**config.mk**
```make
export PLATFORM = sky130hd
export DESIGN_NAME = bank_rejestrow_flat
export DESIGN_NICKNAME = d
export VERILOG_FILES = /design/src/rtl/bank_rejestrow_if.sv /design/src/rtl/bank_rejestrow.sv /design/src/flat_wrapper.sv
export SDC_FILE = /design/constraint.sdc
export NUM_CORES = 1
export LEC_CHECK = 0
export CAP_MARGIN = 20
export CELL_PAD_IN_SITES_DETAIL_PLACEMENT = 1
export CELL_PAD_IN_SITES_GLOBAL_PLACEMENT = 1
export CORE_UTILIZATION = 40
export DETAILED_ROUTE_END_ITERATION = 8
export GPL_TIMING_DRIVEN = 0
export PLACE_DENSITY = 0.75
export SLEW_MARGIN = 30
export SYNTH_ARGS = -nofsm -noshare
export SYNTH_HDL_FRONTEND = slang
export SYNTH_SLANG_ARGS = --single-unit
```
**constraint.sdc**
```tcl
create_clock -name clk -period 3.19 [get_ports clk]
set_clock_uncertainty 0.15 [all_clocks]
set_input_delay 0.638 -clock clk [delete_from_list [all_inputs] [get_ports clk]]
set_output_delay 0.638 -clock clk [all_outputs]
set_load 0.05 [all_outputs]
```
**src/rtl/bank_rejestrow_if.sv**
```systemverilog
// Register bank access bus: one write port, two read ports and the clear
// control, bundled between the instruction decoder and the bank.
//   master : decoder side, drives addresses/enables/data and clr
//   slave  : bank side, returns rdata_a/b, valid_a/b and busy
interface bank_rejestrow_if #(
   parameter int WIDTH = 8,
   parameter int SEL_W = 3
);
   logic             we;
   logic [SEL_W-1:0] waddr;
   logic [WIDTH-1:0] wdata;
   logic             re_a;
   logic             re_b;
   logic [SEL_W-1:0] raddr_a;
   logic [SEL_W-1:0] raddr_b;
   logic [WIDTH-1:0] rdata_a;
   logic [WIDTH-1:0] rdata_b;
   logic             valid_a;
   logic             valid_b;
   logic             clr;
   logic             busy;

   modport master (
      output we, waddr, wdata, re_a, re_b, raddr_a, raddr_b, clr,
      input  rdata_a, rdata_b, valid_a, valid_b, busy
   );

   modport slave (
      input  we, waddr, wdata, re_a, re_b, raddr_a, raddr_b, clr,
      output rdata_a, rdata_b, valid_a, valid_b, busy
   );
endinterface

```
**src/rtl/bank_rejestrow.sv**
```systemverilog
// Parametrised register bank: DEPTH registers of WIDTH bits, one write port,
// two independently enabled registered read ports with same-cycle
// write-to-read bypass, and a one-register-per-cycle hardware clear sweep.
//   clk  : single clock, rising edge
//   rst  : synchronous, active-high, overrides everything
//   bus  : bank_rejestrow_if.slave (write/read ports, clr, busy)
// All outputs come straight from flops.
module bank_rejestrow #(
   parameter int WIDTH = 8,
   parameter int DEPTH = 8,
   parameter int SEL_W = 3
) (
   input  logic              clk,
   input  logic              rst,
   bank_rejestrow_if.slave   bus
);
   localparam int CNT_W = $clog2(DEPTH);
   localparam int NPORT = 2;

   typedef enum logic {IDLE = 1'b0, CLEAR = 1'b1} state_t;

   state_t                        state_q, state_nxt;
   logic [CNT_W-1:0]              cnt_q;
   logic                          busy_q;
   logic [DEPTH-1:0][WIDTH-1:0]   mem_q;
   logic                          accept, sweeping, wr_en, last;

   logic [NPORT-1:0]              re;
   logic [NPORT-1:0][SEL_W-1:0]   raddr;
   logic [NPORT-1:0][WIDTH-1:0]   rdata_q;
   logic [NPORT-1:0]              valid_q;

   // Extra top bit so DEPTH == 2**SEL_W compares correctly.
   function automatic logic in_range(input logic [SEL_W-1:0] a);
      return {1'b0, a} < (SEL_W+1)'(DEPTH);
   endfunction

   assign last = (cnt_q == CNT_W'(DEPTH-1));

   // ---- FSM: state register ----
   always_ff @(posedge clk) begin
      if (rst) state_q <= IDLE;
      else     state_q <= state_nxt;
   end

   // ---- FSM: next state ----
   always_comb begin
      state_nxt = state_q;
      case (state_q)
         IDLE:    if (bus.clr) state_nxt = CLEAR;
         CLEAR:   if (last)    state_nxt = IDLE;
         default: state_nxt = IDLE;
      endcase
   end

   // ---- FSM: outputs ----
   always_comb begin
      accept   = 1'b0;
      sweeping = 1'b0;
      case (state_q)
         IDLE:    accept   = 1'b1;
         CLEAR:   sweeping = 1'b1;
         default: accept   = 1'b0;
      endcase
      wr_en = accept & bus.we & in_range(bus.waddr);
   end

   // Sweep pointer sits at 0 whenever not sweeping, so entering CLEAR
   // starts from register 0 without extra load logic.
   always_ff @(posedge clk) begin
      if (rst || !sweeping || last) cnt_q <= '0;
      else                          cnt_q <= cnt_q + 1'b1;
   end

   always_ff @(posedge clk) begin
      if (rst) busy_q <= 1'b0;
      else     busy_q <= (state_nxt == CLEAR);
   end

   // Write and sweep never coincide: writes only happen in IDLE.
   always_ff @(posedge clk) begin
      if (rst) begin
         mem_q <= '0;
      end else begin
         for (int i = 0; i < DEPTH; i++) begin
            if (wr_en && bus.waddr == SEL_W'(i))   mem_q[i] <= bus.wdata;
            if (sweeping && cnt_q == CNT_W'(i))    mem_q[i] <= '0;
         end
      end
   end

   assign re    = {bus.re_b, bus.re_a};
   assign raddr = {bus.raddr_b, bus.raddr_a};

   for (genvar p = 0; p < NPORT; p++) begin : g_port
      logic [WIDTH-1:0] rd_val;
      logic [WIDTH-1:0] rdata_r;
      logic             valid_r;
      logic             rd_en;

      assign rd_en = accept & re[p];

      // Out-of-range addresses match no entry and read as 0; a same-cycle
      // write to the read address forwards the new data.
      always_comb begin
         rd_val = '0;
         for (int i = 0; i < DEPTH; i++)
            if (raddr[p] == SEL_W'(i)) rd_val = mem_q[i];
         if (bus.we && bus.waddr == raddr[p] && in_range(raddr[p]))
            rd_val = bus.wdata;
      end

      always_ff @(posedge clk) begin
         if (rst) begin
            rdata_r <= '0;
            valid_r <= 1'b0;
         end else begin
            valid_r <= rd_en;
            if (rd_en) rdata_r <= rd_val;
         end
      end

      assign rdata_q[p] = rdata_r;
      assign valid_q[p] = valid_r;
   end

   assign bus.rdata_a = rdata_q[0];
   assign bus.rdata_b = rdata_q[1];
   assign bus.valid_a = valid_q[0];
   assign bus.valid_b = valid_q[1];
   assign bus.busy    = busy_q;
endmodule

```
**src/flat_wrapper.sv**
```systemverilog
// flat-port wrapper written by rule: the top's interface ports become plain ports
module bank_rejestrow_flat 
#(
   parameter int WIDTH = 8,
   parameter int DEPTH = 8,
   parameter int SEL_W = 3
)
  (clk, rst, bus_we, bus_waddr, bus_wdata, bus_re_a, bus_re_b, bus_raddr_a, bus_raddr_b, bus_clr, bus_rdata_a, bus_rdata_b, bus_valid_a, bus_valid_b, bus_busy);
  bank_rejestrow_if #(.WIDTH(WIDTH), .SEL_W(SEL_W)) bus_i ();
  input  logic clk;
  input  logic rst;
  input wire logic [$bits(bus_i.we)-1:0] bus_we;
  input wire logic [$bits(bus_i.waddr)-1:0] bus_waddr;
  input wire logic [$bits(bus_i.wdata)-1:0] bus_wdata;
  input wire logic [$bits(bus_i.re_a)-1:0] bus_re_a;
  input wire logic [$bits(bus_i.re_b)-1:0] bus_re_b;
  input wire logic [$bits(bus_i.raddr_a)-1:0] bus_raddr_a;
  input wire logic [$bits(bus_i.raddr_b)-1:0] bus_raddr_b;
  input wire logic [$bits(bus_i.clr)-1:0] bus_clr;
  output wire logic [$bits(bus_i.rdata_a)-1:0] bus_rdata_a;
  output wire logic [$bits(bus_i.rdata_b)-1:0] bus_rdata_b;
  output wire logic [$bits(bus_i.valid_a)-1:0] bus_valid_a;
  output wire logic [$bits(bus_i.valid_b)-1:0] bus_valid_b;
  output wire logic [$bits(bus_i.busy)-1:0] bus_busy;
  assign bus_i.we = bus_we;
  assign bus_i.waddr = bus_waddr;
  assign bus_i.wdata = bus_wdata;
  assign bus_i.re_a = bus_re_a;
  assign bus_i.re_b = bus_re_b;
  assign bus_i.raddr_a = bus_raddr_a;
  assign bus_i.raddr_b = bus_raddr_b;
  assign bus_i.clr = bus_clr;
  assign bus_rdata_a = bus_i.rdata_a;
  assign bus_rdata_b = bus_i.rdata_b;
  assign bus_valid_a = bus_i.valid_a;
  assign bus_valid_b = bus_i.valid_b;
  assign bus_busy = bus_i.busy;
  bank_rejestrow #(.WIDTH(WIDTH), .DEPTH(DEPTH), .SEL_W(SEL_W)) u_core (.clk(clk), .rst(rst), .bus(bus_i));
endmodule
```
Word-level counts from Yosys, hierarchy flattened
Index checks and enable logic that the tools add are counted.
{"block": "word_totals", "wordCells": 105, "output_inout_bits": 19, "ff_bits": 86, "input_bits": 23}
{"block": "classes", "mux": 23, "n_eq_ne": 30, "n_addsub": 1, "reduce_logical": 33, "bitwise_logic": 4}
{"op": "$mux W8", "count": 18}
{"op": "$eq A3 B3 Y1 const B", "count": 16}
{"op": "$eq A3 B2 Y1 const B", "count": 8}
{"op": "$logic_and A1 B1 Y1", "count": 18}
{"op": "$reduce_or A2 Y1", "count": 8}
{"op": "$eq A3 B1 Y1 const B", "count": 4}
{"op": "$logic_not A3 Y1", "count": 4}
{"op": "$eq A3 B3 Y1", "count": 2}
{"op": "$mux W1", "count": 4}
{"op": "$add A3 B1 Y3 const B", "count": 1}
{"op": "$and A1 B1 Y1", "count": 3}
{"op": "$logic_or A1 B1 Y1", "count": 2}
{"op": "$pmux W1 S2", "count": 1}
{"op": "$logic_not A1 Y1", "count": 1}
{"op": "$not A1 Y1", "count": 1}

Longest topological paths before layout
Gate-level depths: netlist of run 1.
{"block": "logic_depth", "depth_word": 10, "depth_mapped": 7, "ltp_nobuf": 5}

Worst setup path after synthesis of run 1
Ideal clock, no wire load.
{"block": "synth_path", "path_kind": "in2reg", "startpoint": "input port bus_raddr_a[0]", "endpoint": "register u_core.g_port[0].rdata_r[6] (netlist: u_core.bus.rdata_a[6])", "arrival_time_ps": 1681, "setup_slack_ps": 1228, "n_path_buf": 1, "path_stages": 5, "t_required_ps": 2908, "setup_ps": 132, "path_cell_list": "buf_6 mux4_2 nor2b_1 nor4_2 nor4_2"}
{"block": "synth_between", "elab_chain_cells": 10, "elab_cells_between_ends": 19, "cone_classes": "8 x eq/ne; 9 x mux; 2 x reduce/logical"}
{"element": "start, declared", "line": "flat_wrapper.sv:17", "source": "input wire logic [$bits(bus_i.raddr_a)-1:0] bus_raddr_a;"}
{"element": "$logic_not A3 Y1", "line": "bank_rejestrow.sv:108", "source": "if (raddr[p] == SEL_W'(i)) rd_val = mem_q[i];"}
{"element": "$mux W8 (8 in series)", "line": "bank_rejestrow.sv:108"}
{"element": "$mux W8 *", "line": "bank_rejestrow.sv:109", "source": "if (bus.we && bus.waddr == raddr[p] && in_range(raddr[p]))"}
{"element": "end signal, assigned", "line": "bank_rejestrow.sv:119", "source": "if (rd_en) rdata_r <= rd_val;"}
{"element": "end, declared", "line": "bank_rejestrow.sv:97", "source": "logic [WIDTH-1:0] rdata_r;"}
Mark *: on every way between the ends. The rest lies on a longest branch, timed or not.
A chain may end at the register's enable or synchronous reset.

==> reports/qor.txt, run 1 <==
Status - finished, final reports clean
Xor and xnor fraction of the mapped netlist area - 1.122%
Worst-case vdd ir drop - 0.0002012 V
Crit path largest cell delay - 0.87 ns
Share of the core filled with cells - 47.36%
Combinational share of power - 14.7%
Vias in the first global route - 4096
# placed instances - 678
Lkg Pwr - 2.090 nW
Share of cells above drive strength 1 - 14.18%
Power per Cell Area - 459.7 mW/mm²
Synthesized area per cell - 9.219 µm²
YS warnings - 0
CP max FO - 9
Crit path setup slack, layout - 0.6743 ns
Nets - 575
Simple-gate share of the synthesized area - 19.48%
Worst-path clk slew - 0.06 ns
Synth cell types - 52
Crit path buffers/inverters - 1
Tightest Pin Transition - 0.6607 ns
Crit path time final - 2.516 ns
Resize count post-CTS - 0
Initial drt markers - 239
Final setup viols - 0
Cell Int Power - 1.780 mW
Highest Signal Layer - met4
Total track usage - 26.16%
Area of the core - 0.01142 mm²
WL final - 14860 µm
Global route overflow - 0
Diodes inserted - 0
Final hold violations - 0
Post-synth EDFFs - 0
Slowest cell on crit path - clkdlybuf4s50_1
Layout Area Growth over Synthesis - 15.47%
Clock Tree Buf Depth - 2
CP Launch Type - flop
Max Cap Viol - 0
Cts hold-fix bufs - 0
Place WS - 0.4158 ns
Vias - 4032
Initial antenna violation count - 0
Vias/cell - 5.818
Postcts setup bufs - 0
Post-route insts no fill - 693
Crit path arrival time - 1.73 ns
Sequential power share - 45.1%
Net Count, Synth - 537
First-pass GRT wire length - 23190 µm
CTS tree - yes
Die Ht - 110.2 µm
Buffers on Ports - 27
Part of the Yosys area used for sequential elements - 36.76%
Reg2reg start - u_core.state_q$_SDFF_PP0_
Area leader, netlist - dfxtp_1
Req. time, crit path - 2.40 ns
Delay-heaviest family, CP - buffers and inverters
Pins Over Slew Limit - 0
Worst-Skew Late Latency - 0.35 ns
FP Rows - 39
Fmax - 0.3975 GHz
Largest net degree at the start of global routing - 15
# DRC - 0
Hold Crit Class - flop to flop
Synthesized area - 0.004683 mm²
Post-DP HPWL - 11400 µm
Yosys top cell area share - 36.76%
Ys flop type - dfxtp_1
Clock share of power - 40.2%
# clock sinks - 86
Top cells by area, synth - dfxtp_1 (37%), mux2i_1 (15%), mux4_2 (6.7%)
Commonest non-fill, non-tap cell in the layout - dfxtp_1
Hold_sp - u_core.bus.rdata_a[5]$_SDFFE_PP0P_
Die X - 110.2 µm
Fin Hold WS - 0.3067 ns
RSZ-0062 raised after global routing - no
Initial Util - 41.01%
DR WL/cell - 21.44 µm
Post-Syn Instances - 508
Setup Crit Path Kind - flop to primary output
TritonCTS Buffers - 9
DR WL met3 - 488 µm
Async S/R FF share, synth - 0%
Yosys reg bits - 86
Most frequent cells in the layout - dfxtp_1 (86), nor2_1 (79), mux2i_1 (71)
Antenna viol nets, final - 0
Wire length on met1 - 6957 µm
Critical path origin - u_core.state_q$_SDFF_PP0_
Mux contribution to synthesized area - 23.35%
CTS root buffer - clkbuf_16
Setup TNS - 0 ns
Router iterations before antenna repair - 4
Synth Area in Compound Gates - 12.18%
Largest family of logic cells by synthesized area - multiplexers
Worst slew margin relative to its limit - 55.91%
Max H-tree Level - 3
Worst setup EP type - primary output
Sw frac - 28.40%
Placer Congestion - 0.9143
Psw - 0.7061 mW
Synth Area in Adders - 1.603%
WL met2 - 7166 µm
Die area - 0.01215 mm²
Crit-path cells - clkdlybuf4s50_1
Fin crit share - 78.86%
# IOs - 42
## kinds of logic (layout without fill, tap and decap cells)
family / after synthesis / after routing
fa+ha+maj: 6 / 6
simple gates: 180 / 180
xor+xnor: 6 / 6
flops: 86 / 86
mux: 91 / 91
buf+inv: 50 / 92
compound gates: 89 / 89
## tightest hold or removal path, cell delays in order (launching register included)
cell and delay (ns):
dfxtp_1 0.32, nand2_1 0.05, o21ai_0 0.06
## final timing paths
| check | to | slack (ns) | depth (start not counted) |
|---|---|---|---|
| worst max register to register | u_core.mem_q[43]$_SDFFE_PP0P_ | 1.20 | 5 |
| worst max-delay path | bus_busy | 0.67 | 1 |
| worst min-delay path | u_core.bus.rdata_a[5]$_SDFFE_PP0P_ | 0.31 | 2 |
| worst min register to register | u_core.bus.rdata_a[5]$_SDFFE_PP0P_ | 0.31 | 2 |
## cell usage after synthesis (all sizes together), types with 3 or more instances
master	number
o211ai	8
a21oi	31
clkbuf	17
nand2b	5
nor4b	3
dfxtp	86
a31o	6
mux4	14
buf	28
or3	5
nor2	82
nand4	3
nor3b	4
nand3b	6
mux2i	71
nand3	11
a22oi	3
nor3	10
a221oi	8
o21ai	18
o22ai	3
inv	5
mux2	6
ha	6
nor2b	11
xnor2	6
nand2	29
## stage by stage
stage	instance area (µm²)	total power, mW
after CTS	5408	2.494
after detailed placement	5132	1.506
after global placement	5132	1.497
after floorplan	4683	1.386
after global routing	5408	2.580
final	5408	2.486
## layer usage
metal / GRT usage [%] / vias to the layer above
li1: - / 1895
met2: 43.53 / 98
met3: 3.057 / 17
met1: 34.84 / 2022
met4: 9.680 / 0
met5: 0 / -
## power groups by stage
stage                     clock [mW]  combinational, mW  sequential, mW
after floorplan                    0              0.209            1.18
after detailed placement           0              0.361            1.15
after global routing            1.07              0.389            1.12
final                           1.00              0.364            1.12
after global placement             0              0.353            1.14
after CTS                       1.01              0.364            1.12
## state kept, by name, summed over array words and instances, names as in the netlist
signal,flops
u_core.state_q,1
u_core.bus.valid_a,1
u_core.cnt_q,3
u_core.mem_q,64
u_core.bus.rdata_a,8
u_core.bus.rdata_b,8
u_core.bus.valid_b,1
## cell type report
class	instances	area, µm²
Buffer	45	239.0
Clock buffer	11	242.7
Clock inverter	4	32.53
Fill cell	1333	6011
Inverter	5	18.77
Multi-Input combinational cell	372	2704
Sequential cell	86	1722
Tap cell	143	178.9
Timing Repair Buffer	27	270.3
(Power assumes the default switching activity.)
==> inputs of run 2 (changes only) <==
--- a/config.mk
+++ b/config.mk
@@ -11,7 +11,7 @@
 export CORE_UTILIZATION = 40
 export DETAILED_ROUTE_END_ITERATION = 8
 export GPL_TIMING_DRIVEN = 0
-export PLACE_DENSITY = 0.75
+export PLACE_DENSITY = 0.78
 export SLEW_MARGIN = 30
 export SYNTH_ARGS = -nofsm -noshare
 export SYNTH_HDL_FRONTEND = slang
==> constraint.sdc (replaced) <==
create_clock -name clk -period 2.31 [get_ports clk]
set_clock_uncertainty 0.15 [all_clocks]
set_input_delay 0.462 -clock clk [delete_from_list [all_inputs] [get_ports clk]]
set_output_delay 0.462 -clock clk [all_outputs]
set_load 0.05 [all_outputs]
==> run 2 against run 1 <==
Against the previous run: the run now ends with setup timing left; cell area grew 0.88%; combinational power grew 41%; via count grew 3.2%; critical path type is now primary input to flop; flip-flop and latch count is the same; routed wire length grew 5.5%; power grew 46%; global-route usage grew 1.3 points; final cell count grew 0.14%; register-to-register slack lost 0.90 ns; worst hold slack gained 0.0096 ns; sequential share of layout area shrank 0.28 points.
==> reports/qor.txt, run 2 (same netlist as run 1, synthesis figures left out) <==
Status - finished with violations
Failing checks - setup timing
Pins Over Slew Limit - 0 (unchanged)
TritonCTS Buffers - 9 (unchanged)
R2R setup slack - 0.30 ns (-0.90 ns)
Worst-case vdd ir drop - 0.0003401 V (+69%)
Antenna viol nets, final - 0 (unchanged)
DR WL/cell - 22.60 µm (+5.4%)
Die Ht - 110.2 µm (unchanged)
Vias - 4163 (+3.2%)
RR Endpoint - u_core.mem_q[59]$_SDFFE_PP0P_
Worst setup EP type - flop
RSZ-0062 raised after global routing - no
Max Cap Viol - 0 (unchanged)
Lkg Pwr - 2.113 nW (+1.1%)
Crit path time final - 2.326 ns
Fin crit share - 100.7%
Worst-Skew Late Latency - 0.35 ns (about the same)
Commonest non-fill, non-tap cell in the layout - dfxtp_1
Sequential cell area - 0.001722 mm² (unchanged)
Post-route cell area - 0.005455 mm² (+0.88%)
Fin Hold WS - 0.3163 ns (+0.009568 ns)
CP Launch Type - primary input
First-pass GRT wire length - 24010 µm (+3.5%)
# clock sinks - 86 (unchanged)
Diodes inserted - 0 (unchanged)
Fillers - 1325 (-0.60%)
Area of the core - 0.01142 mm² (unchanged)
Clock Tree Buf Depth - 2 (unchanged)
Reg2Reg Depth - 4 (-1)
Die area - 0.01215 mm² (unchanged)
Power per Cell Area - 667.5 mW/mm² (+45%)
Post-DP HPWL - 11720 µm (+2.8%)
Max FFs per register - 64 (unchanged)
Share of cells above drive strength 1 - 14.34% (+0.16 points)
Final setup viols - 1 (+1)
# DRC - 0 (unchanged)
Largest net degree at the start of global routing - 15 (unchanged)
Layout Area Growth over Synthesis - 16.48%
Initial drt markers - 207 (-13%)
Hold_sp - u_core.bus.rdata_b[3]$_SDFFE_PP0P_
CP max FO - 10 (+1)
Initial antenna violation count - 0 (unchanged)
CTS root buffer - clkbuf_16
Max H-tree Level - 3 (unchanged)
Vias/cell - 5.999 (+3.1%)
Nets - 575 (unchanged)
Req. time, crit path - 2.39 ns (about the same)
Die X - 110.2 µm (unchanged)
Vias in the first global route - 4240 (+3.5%)
Initial Util - 41.01% (unchanged)
Worst slew margin relative to its limit - 53.99% (-1.9 points)
Tightest Pin Transition - 0.6902 ns (+0.02952 ns)
Fmax - 0.4299 GHz
CTS tree - yes
Buffers on Ports - 27 (unchanged)
Setup TNS - -0.01625 ns (-0.01625 ns)
Most frequent cells in the layout - dfxtp_1 (86), nor2_1 (79), mux2i_1 (71)
Crit path arrival time - 2.40 ns (+0.67 ns)
Reg2reg start - u_core.state_q$_SDFF_PP0_
Largest register by flop count - u_core.mem_q
WHS Endpoint - u_core.bus.rdata_b[3]$_SDFFE_PP0P_
Final hold violations - 0 (unchanged)
Postcts setup bufs - 0 (unchanged)
Global route overflow - 0 (unchanged)
Hold Crit Class - flop to flop
# IOs - 42 (unchanged)
Share of the core filled with cells - 47.78% (+0.42 points)
Worst hold path stage count - 2 (unchanged)
WL final - 15680 µm (+5.5%)
Setup Crit Path Kind - primary input to flop
Placer Congestion - 0.9108 (-0.38%)
Router iterations before antenna repair - 4 (unchanged)
Area of the multi-input gates - 0.002709 mm² (+0.19%)
Total track usage - 27.42% (+1.3 points)
Crit path setup slack, layout - -0.01625 ns (-0.6906 ns)
Placed Area - 0.005132 mm² (unchanged)
Worst-path clk slew - 0.06 ns (about the same)
FP Rows - 39 (unchanged)
-- run 2: routing by layer --
layer / part of all wire (%) / track usage, % / vias to the layer above
li1: - / - / 1897
met4: 3.5 / 12.31 / 0
met5: 0 / 0 / -
met2: 48 / 46.38 / 136
met1: 43 / 33.88 / 2093
met3: 5.4 / 5.056 / 37
-- run 2: how the worst max path moves through the flow --
stage / to / cells after the start / from
2_1_floorplan: u_core.bus.rdata_a[6]$_SDFFE_PP0P_ / 6 / u_core.state_q$_SDFF_PP0_
3_3_place_gp: u_core.bus.rdata_a[4]$_SDFFE_PP0P_ / 6 / bus_raddr_a[1]
3_5_place_dp: u_core.bus.rdata_a[3]$_SDFFE_PP0P_ / 6 / bus_raddr_a[1]
4_1_cts: u_core.bus.rdata_a[4]$_SDFFE_PP0P_ / 6 / bus_raddr_a[1]
5_1_grt: u_core.bus.rdata_a[4]$_SDFFE_PP0P_ / 6 / bus_raddr_a[1]
6_report: u_core.bus.rdata_a[4]$_SDFFE_PP0P_ / 6 / bus_raddr_a[1]
-- run 2: what timing repair did --
item,in CTS,in global routing
setup endpoints to repair,2,11
endpoints found under the hold margin,0,0
cloned,0,0
gates resized for setup,2,3
hold buffers,0,0
-- run 2: through the flow --
step / std cells / total power, mW / setup WS (ns)
6_report: 694 / 3.641 / -0.01625
5_1_grt: 694 / 3.752 / 0.003445
4_1_cts: 694 / 3.645 / 0.001564
3_5_place_dp: 678 / 2.089 / -0.3851
3_3_place_gp: 678 / 2.074 / -0.3684
2_1_floorplan: 508 / 1.914 / 0.4937
-- run 2: area by class of cell --
cell class | count | share of cell area [%]
sequential | 86 | 31.56
clock inverter | 5 | 1.537
inverter | 5 | 0.3440
timing repair buffer | 27 | 4.931
multi-input combinational | 372 | 49.66
clock buffer | 11 | 4.266
buffer | 45 | 4.427
tap | 143 | 3.280
-- run 2: power breakdown --
part	total (mW)	internal [mW]	switching, mW
sequential	1.55	1.52	0.0321
combinational	0.512	0.181	0.331
clock	1.58	0.951	0.629
total	3.64	2.65	0.991
-- run 2: worst max-delay path, cell delays in order --
cell             delay (ns)
clkdlybuf4s50_1        0.57
clkbuf_4               0.28
buf_4                  0.26
mux4_2                 0.34
o21ai_0                0.36
a21oi_1                0.12
==> edit 1, RTL diff (config.mk and constraints of run 1) <==
`SEL_W` is set to 3 in 3 places; all go to 5.
--- a/src/rtl/bank_rejestrow_if.sv
+++ b/src/rtl/bank_rejestrow_if.sv
@@ -4,7 +4,7 @@
 //   slave  : bank side, returns rdata_a/b, valid_a/b and busy
 interface bank_rejestrow_if #(
    parameter int WIDTH = 8,
-   parameter int SEL_W = 3
+   parameter int SEL_W = 5
 );
    logic             we;
    logic [SEL_W-1:0] waddr;
--- a/src/rtl/bank_rejestrow.sv
+++ b/src/rtl/bank_rejestrow.sv
@@ -8,7 +8,7 @@
 module bank_rejestrow #(
    parameter int WIDTH = 8,
    parameter int DEPTH = 8,
-   parameter int SEL_W = 3
+   parameter int SEL_W = 5
 ) (
    input  logic              clk,
    input  logic              rst,
--- a/src/flat_wrapper.sv
+++ b/src/flat_wrapper.sv
@@ -3,7 +3,7 @@
 #(
    parameter int WIDTH = 8,
    parameter int DEPTH = 8,
-   parameter int SEL_W = 3
+   parameter int SEL_W = 5
 )
   (clk, rst, bus_we, bus_waddr, bus_wdata, bus_re_a, bus_re_b, bus_raddr_a, bus_raddr_b, bus_clr, bus_rdata_a, bus_rdata_b, bus_valid_a, bus_valid_b, bus_busy);
   bank_rejestrow_if #(.WIDTH(WIDTH), .SEL_W(SEL_W)) bus_i ();
Interface: changed (resized bus_raddr_a, bus_raddr_b and bus_waddr); port bits go from 42 to 48. No check against the original RTL was run, so the function may have changed too.
==> edit 1 against run 1 <==
Power is 1.5% lower. Wire length is 20% higher. Critical path depth is 7 higher. Setup slack worse by 530 ps. Sequential cell count stayed put. Area after synthesis is 5.7% higher. Via count is 17% higher. Maximum frequency is 17% lower. Combinational power is 21% lower. Sequential share of layout area is 2.2 points lower. Design area is 7.5% higher. Critical path type is now primary input to flip-flop. Highest routed layer unchanged.
==> edit 1: results (changes against run 1) <==
Synth
  – Netlist cell types: 55 (+5.8%)
  – Synth cell count leaders: dfxtp_1, nor2_1, mux2i_1
  – Register area share after synthesis: 0.348 (-0.0198)

Floorplanning
  – Die Footprint: 0.0128 sq mm (+5.6%)

Final layout
  – Clock buffers: 10 (-1)
  – Layout cells sized above 1: 0.0979 (-0.0439)
  – Multi-input combinational area share: 0.497 (-0.00258)
  – NonClk Buf Share: 0.116 (+0.0222)
  – Final net count: 644 (+12%)
  – Final cell count without fillers: 781 (+13%)
  – Seq_cells: 86 (unchanged)
  – Filler cells: 1438 (+7.9%)

Global route
  – Gr usage total: 0.288 (+0.0265)
  – Vias in the first global route: 4608 (+13%)
  – First-pass GRT wire length: 27.2 mm (+17%)

Power
  – Leak: 2.19 nW (+4.9%)
  – Sequential Power Share: 0.445 (-0.006)
  – PD cells: 421 mW/mm^2 (-8.4%)

Critical path
  – R2R Path End: u_core.mem_q[23]$_SDFFE_PP0P_
  – Critical Path End: u_core.bus.rdata_a[6]$_SDFFE_PP0P_
  – Reg2Reg Setup Slack: 690 ps (-510 ps)

Placement
  – Placed cell areas: 0.00552 sq mm (+7.5%)
  – Placed Instances: 766 (+13%)
  – HPWL after detailed placement: 13.1 mm (+15%)

STA
  – Relative slew slack: 0.387 (-0.172)
  – WHS: 333 ps (+25.8 ps)

Route
  – DR iter-0 viols: 357 (+49%)

Outcome
  – Status: complete, no violations
## edit 1: cell types whose count changed in the layout (fill, tap and decap cells not counted), moves of 10 or more
cell             run 1  this run
o21ai_0             18        37
a22o_1               0        10
a21oi_1             31        17
mux4_2              14         0
and3_1               2        16
clkbuf_8             1        12
nand3_1             11        32
## edit 1: worst max-delay path, stage by stage
cell and delay [ps]:
clkdlybuf4s50_1 470, buf_2 220, clkbuf_1 380, nand2b_1 270
o21ai_0 290, a32oi_1 180, a2111oi_0 510, nor4_1 140
## edit 1: cell families after synthesis
kind of cell / share of synthesized area
and+or+nand+nor: 0.270
buffers and inverters: 0.0690
xor gates and xnor gates: 0.0106
muxes: 0.135
adders and majority gates: 0.0152
DFF: 0.348
AOI/OAI and AO/OA: 0.152
## edit 1: routing by layer
metal  wire [microns]  up-vias  part of all wire
met3             1440       27             0.081
li1                 -     2174                 -
met1             8160     2290              0.46
met2             7790      215              0.44
met4              436        0             0.024
met5                0        -                 0
==> edit 2, RTL diff (settings of run 1) <==
Without the edit above. Make the reset (`rst`) asynchronous in 4 clocked blocks.
--- a/src/rtl/bank_rejestrow.sv
+++ b/src/rtl/bank_rejestrow.sv
@@ -38,7 +38,7 @@
    assign last = (cnt_q == CNT_W'(DEPTH-1));
 
    // ---- FSM: state register ----
-   always_ff @(posedge clk) begin
+   always_ff @(posedge clk or posedge rst) begin
       if (rst) state_q <= IDLE;
       else     state_q <= state_nxt;
    end
@@ -72,13 +72,13 @@
       else                          cnt_q <= cnt_q + 1'b1;
    end
 
-   always_ff @(posedge clk) begin
+   always_ff @(posedge clk or posedge rst) begin
       if (rst) busy_q <= 1'b0;
       else     busy_q <= (state_nxt == CLEAR);
    end
 
    // Write and sweep never coincide: writes only happen in IDLE.
-   always_ff @(posedge clk) begin
+   always_ff @(posedge clk or posedge rst) begin
       if (rst) begin
          mem_q <= '0;
       end else begin
@@ -110,7 +110,7 @@
             rd_val = bus.wdata;
       end
 
-      always_ff @(posedge clk) begin
+      always_ff @(posedge clk or posedge rst) begin
          if (rst) begin
             rdata_r <= '0;
             valid_r <= 1'b0;
Behaviour: differs if rst is asserted again (counterexample within 4 cycles, from zero or initial values and one cycle with rst high); with rst held inactive, the same outputs for 4 cycles.
==> edit 2 against run 1 <==
Global-route usage increased by 2.8 points. Setup slack got worse by 280 ps. Design area increased by 0.72%. Via count increased by 1.9%. Area after synthesis decreased by 1.0%. Highest routed layer unchanged. Sequential cell count unchanged. Cell count decreased by 3.2%. Sequential share of layout area increased by 7.4 points. Wire length increased by 7.7%. Count of clock-buffer cells in the layout increased by 4. Register-to-register slack got worse by 360 ps.
Power is not compared: it rests on default switching activity, and its combinational part moved more than twofold at a synthesized area within 25%.
==> edit 2: results (changes against run 1) <==
Route
  – Met1 WL: 6.77 mm (-2.6%)
  – Met2 routed WL: 7.56 mm (+5.4%)
  – Via count: 4110 (+1.9%)
  – Total Wirelength: 16.0 mm (+7.7%)
  – Wire length on met3: 1.09 mm (+120%)
  – DR iter-0 viols: 301 (+26%)
  – Initial DRT Pass Iterations: 5 (+1)
  – WL per Instance: 23.9 microns (+11%)

Global route
  – Largest net degree at the start of global routing: 68 (+53)
  – Vias in the first global route: 4373 (+6.8%)
  – Global route total overflow: 0 (unchanged)
  – M3 GR Usage: 0.0462 (+0.0157)
  – First-pass GRT wire length: 24.8 mm (+6.8%)
  – Initial antenna violation count: 0 (unchanged)
  – GR Util met1: 0.368 (+0.0200)
  – Gr usage total: 0.290 (+0.0283)
  – Met2 Use GR: 0.472 (+0.0369)

Placement
  – Placed cell areas: 0.00516 sq mm (+0.61%)
  – Placed Instances: 655 (-3.4%)
  – GPL Wtd Cong: 0.836 (-8.6%)
  – HPWL after detailed placement: 11.1 mm (-2.3%)
  – PortBufs: 32 (+19%)
  – Pre-CTS setup slack: 157 ps (-258 ps)

Synth
  – Async SR Flop Fraction: 0.965 (+0.965)
  – Netlist cell types: 36 (-31%)
  – Register area share after synthesis: 0.461 (+0.0934)
  – Number of synthesis warnings: 0 (unchanged)
  – Syn Nets: 511 (-4.8%)
  – Synth area leaders: dfrtp_1, mux2i_1, nand2_1, mux4_2, nand3_1
  – Post-Syn Area per Cell: 9.62 sq um (+4.3%)
  – Top_reg_cell synth: dfrtp_1
  – Synth cell count leaders: nand2_1, dfrtp_1, mux2i_1

Final layout
  – Final net count: 555 (-3.5%)
  – Filler cells: 1258 (-5.6%)
  – Reg with most FFs: u_core.mem_q
  – Layout cells sized above 1: 0.0847 (-0.0571)

Hold path
  – Hold_sp: u_core.cnt_q[0]$_SDFF_PP0_

Critical path
  – Worst-path fanout max: 10 (+1)
  – Reg-to-Reg Start: u_core.state_q$_DFF_PP0_
  – Crit. Startpoint: bus_raddr_a[1]
  – CP arrival: 2830 ps (+1100 ps)

Clock tree
  – Htree depth: 3 (unchanged)
  – Worst-Skew Late Latency: 350 ps (about the same)
  – Cts repair resizes: 0 (unchanged)
  – Num CTS Buffers: 9 (unchanged)
  – Postcts setup bufs: 0 (unchanged)
  – Clk slew on worst S/H paths: 60 ps (about the same)

Outcome
  – Status: complete, no violations

STA
  – Worst-margin pin slew: 944 ps (+283 ps)
-- edit 2: kinds of logic (layout without fill, tap and decap cells) --
family	after synthesis	after routing	synth area share
AND/OR/NAND/NOR	179	179	0.178
AO/OA/AOI/OAI	98	98	0.128
flip-flops	86	86	0.461
multiplexers	58	58	0.163
buffers and inverters	49	98	0.0426
adder cells (fa/ha/maj)	6	6	0.0162
XOR/XNOR	6	6	0.0113
-- edit 2: path summary, 6_finish.rpt --
kind                                                     end  slack [ps]  depth (start not counted)
setup / recovery           u_core.bus.rdata_a[5]$_DFFE_PP0P_         390                          6
hold / removal                    u_core.cnt_q[0]$_SDFF_PP0_         330                          1
setup reg to reg                u_core.mem_q[33]$_DFFE_PP0P_         840                          6
hold reg to reg                   u_core.cnt_q[0]$_SDFF_PP0_         330                          1
max in group asynchronous       u_core.mem_q[58]$_DFFE_PP0P_        1850                          3
min in group asynchronous  u_core.bus.rdata_b[1]$_DFFE_PP0P_         440                          2
-- edit 2: report_power, final --
part | internal (mW) | switching (mW)
Clock | 0.592 | 0.435
Sequential | 1.33 | 0.202
Combinational | 0.428 | 0.672
-- edit 2: area by class of cell --
class	instances	area, sq um	share of cell area
Clock inverter	1	5.00	0.000919
Multi-Input combinational cell	347	2300	0.422
Clock buffer	15	278	0.0510
Sequential cell	86	2140	0.392
Buffer	34	141	0.0260
Timing Repair Buffer	33	348	0.0639
Inverter	15	61.3	0.0113
Tap cell	140	175	0.0322
-- edit 2: critical path: stages --
cell,delay [ps]
clkdlybuf4s50_1,510
clkbuf_1,340
nor2_1,660
a22oi_1,290
a22oi_1,280
a21oi_1,110
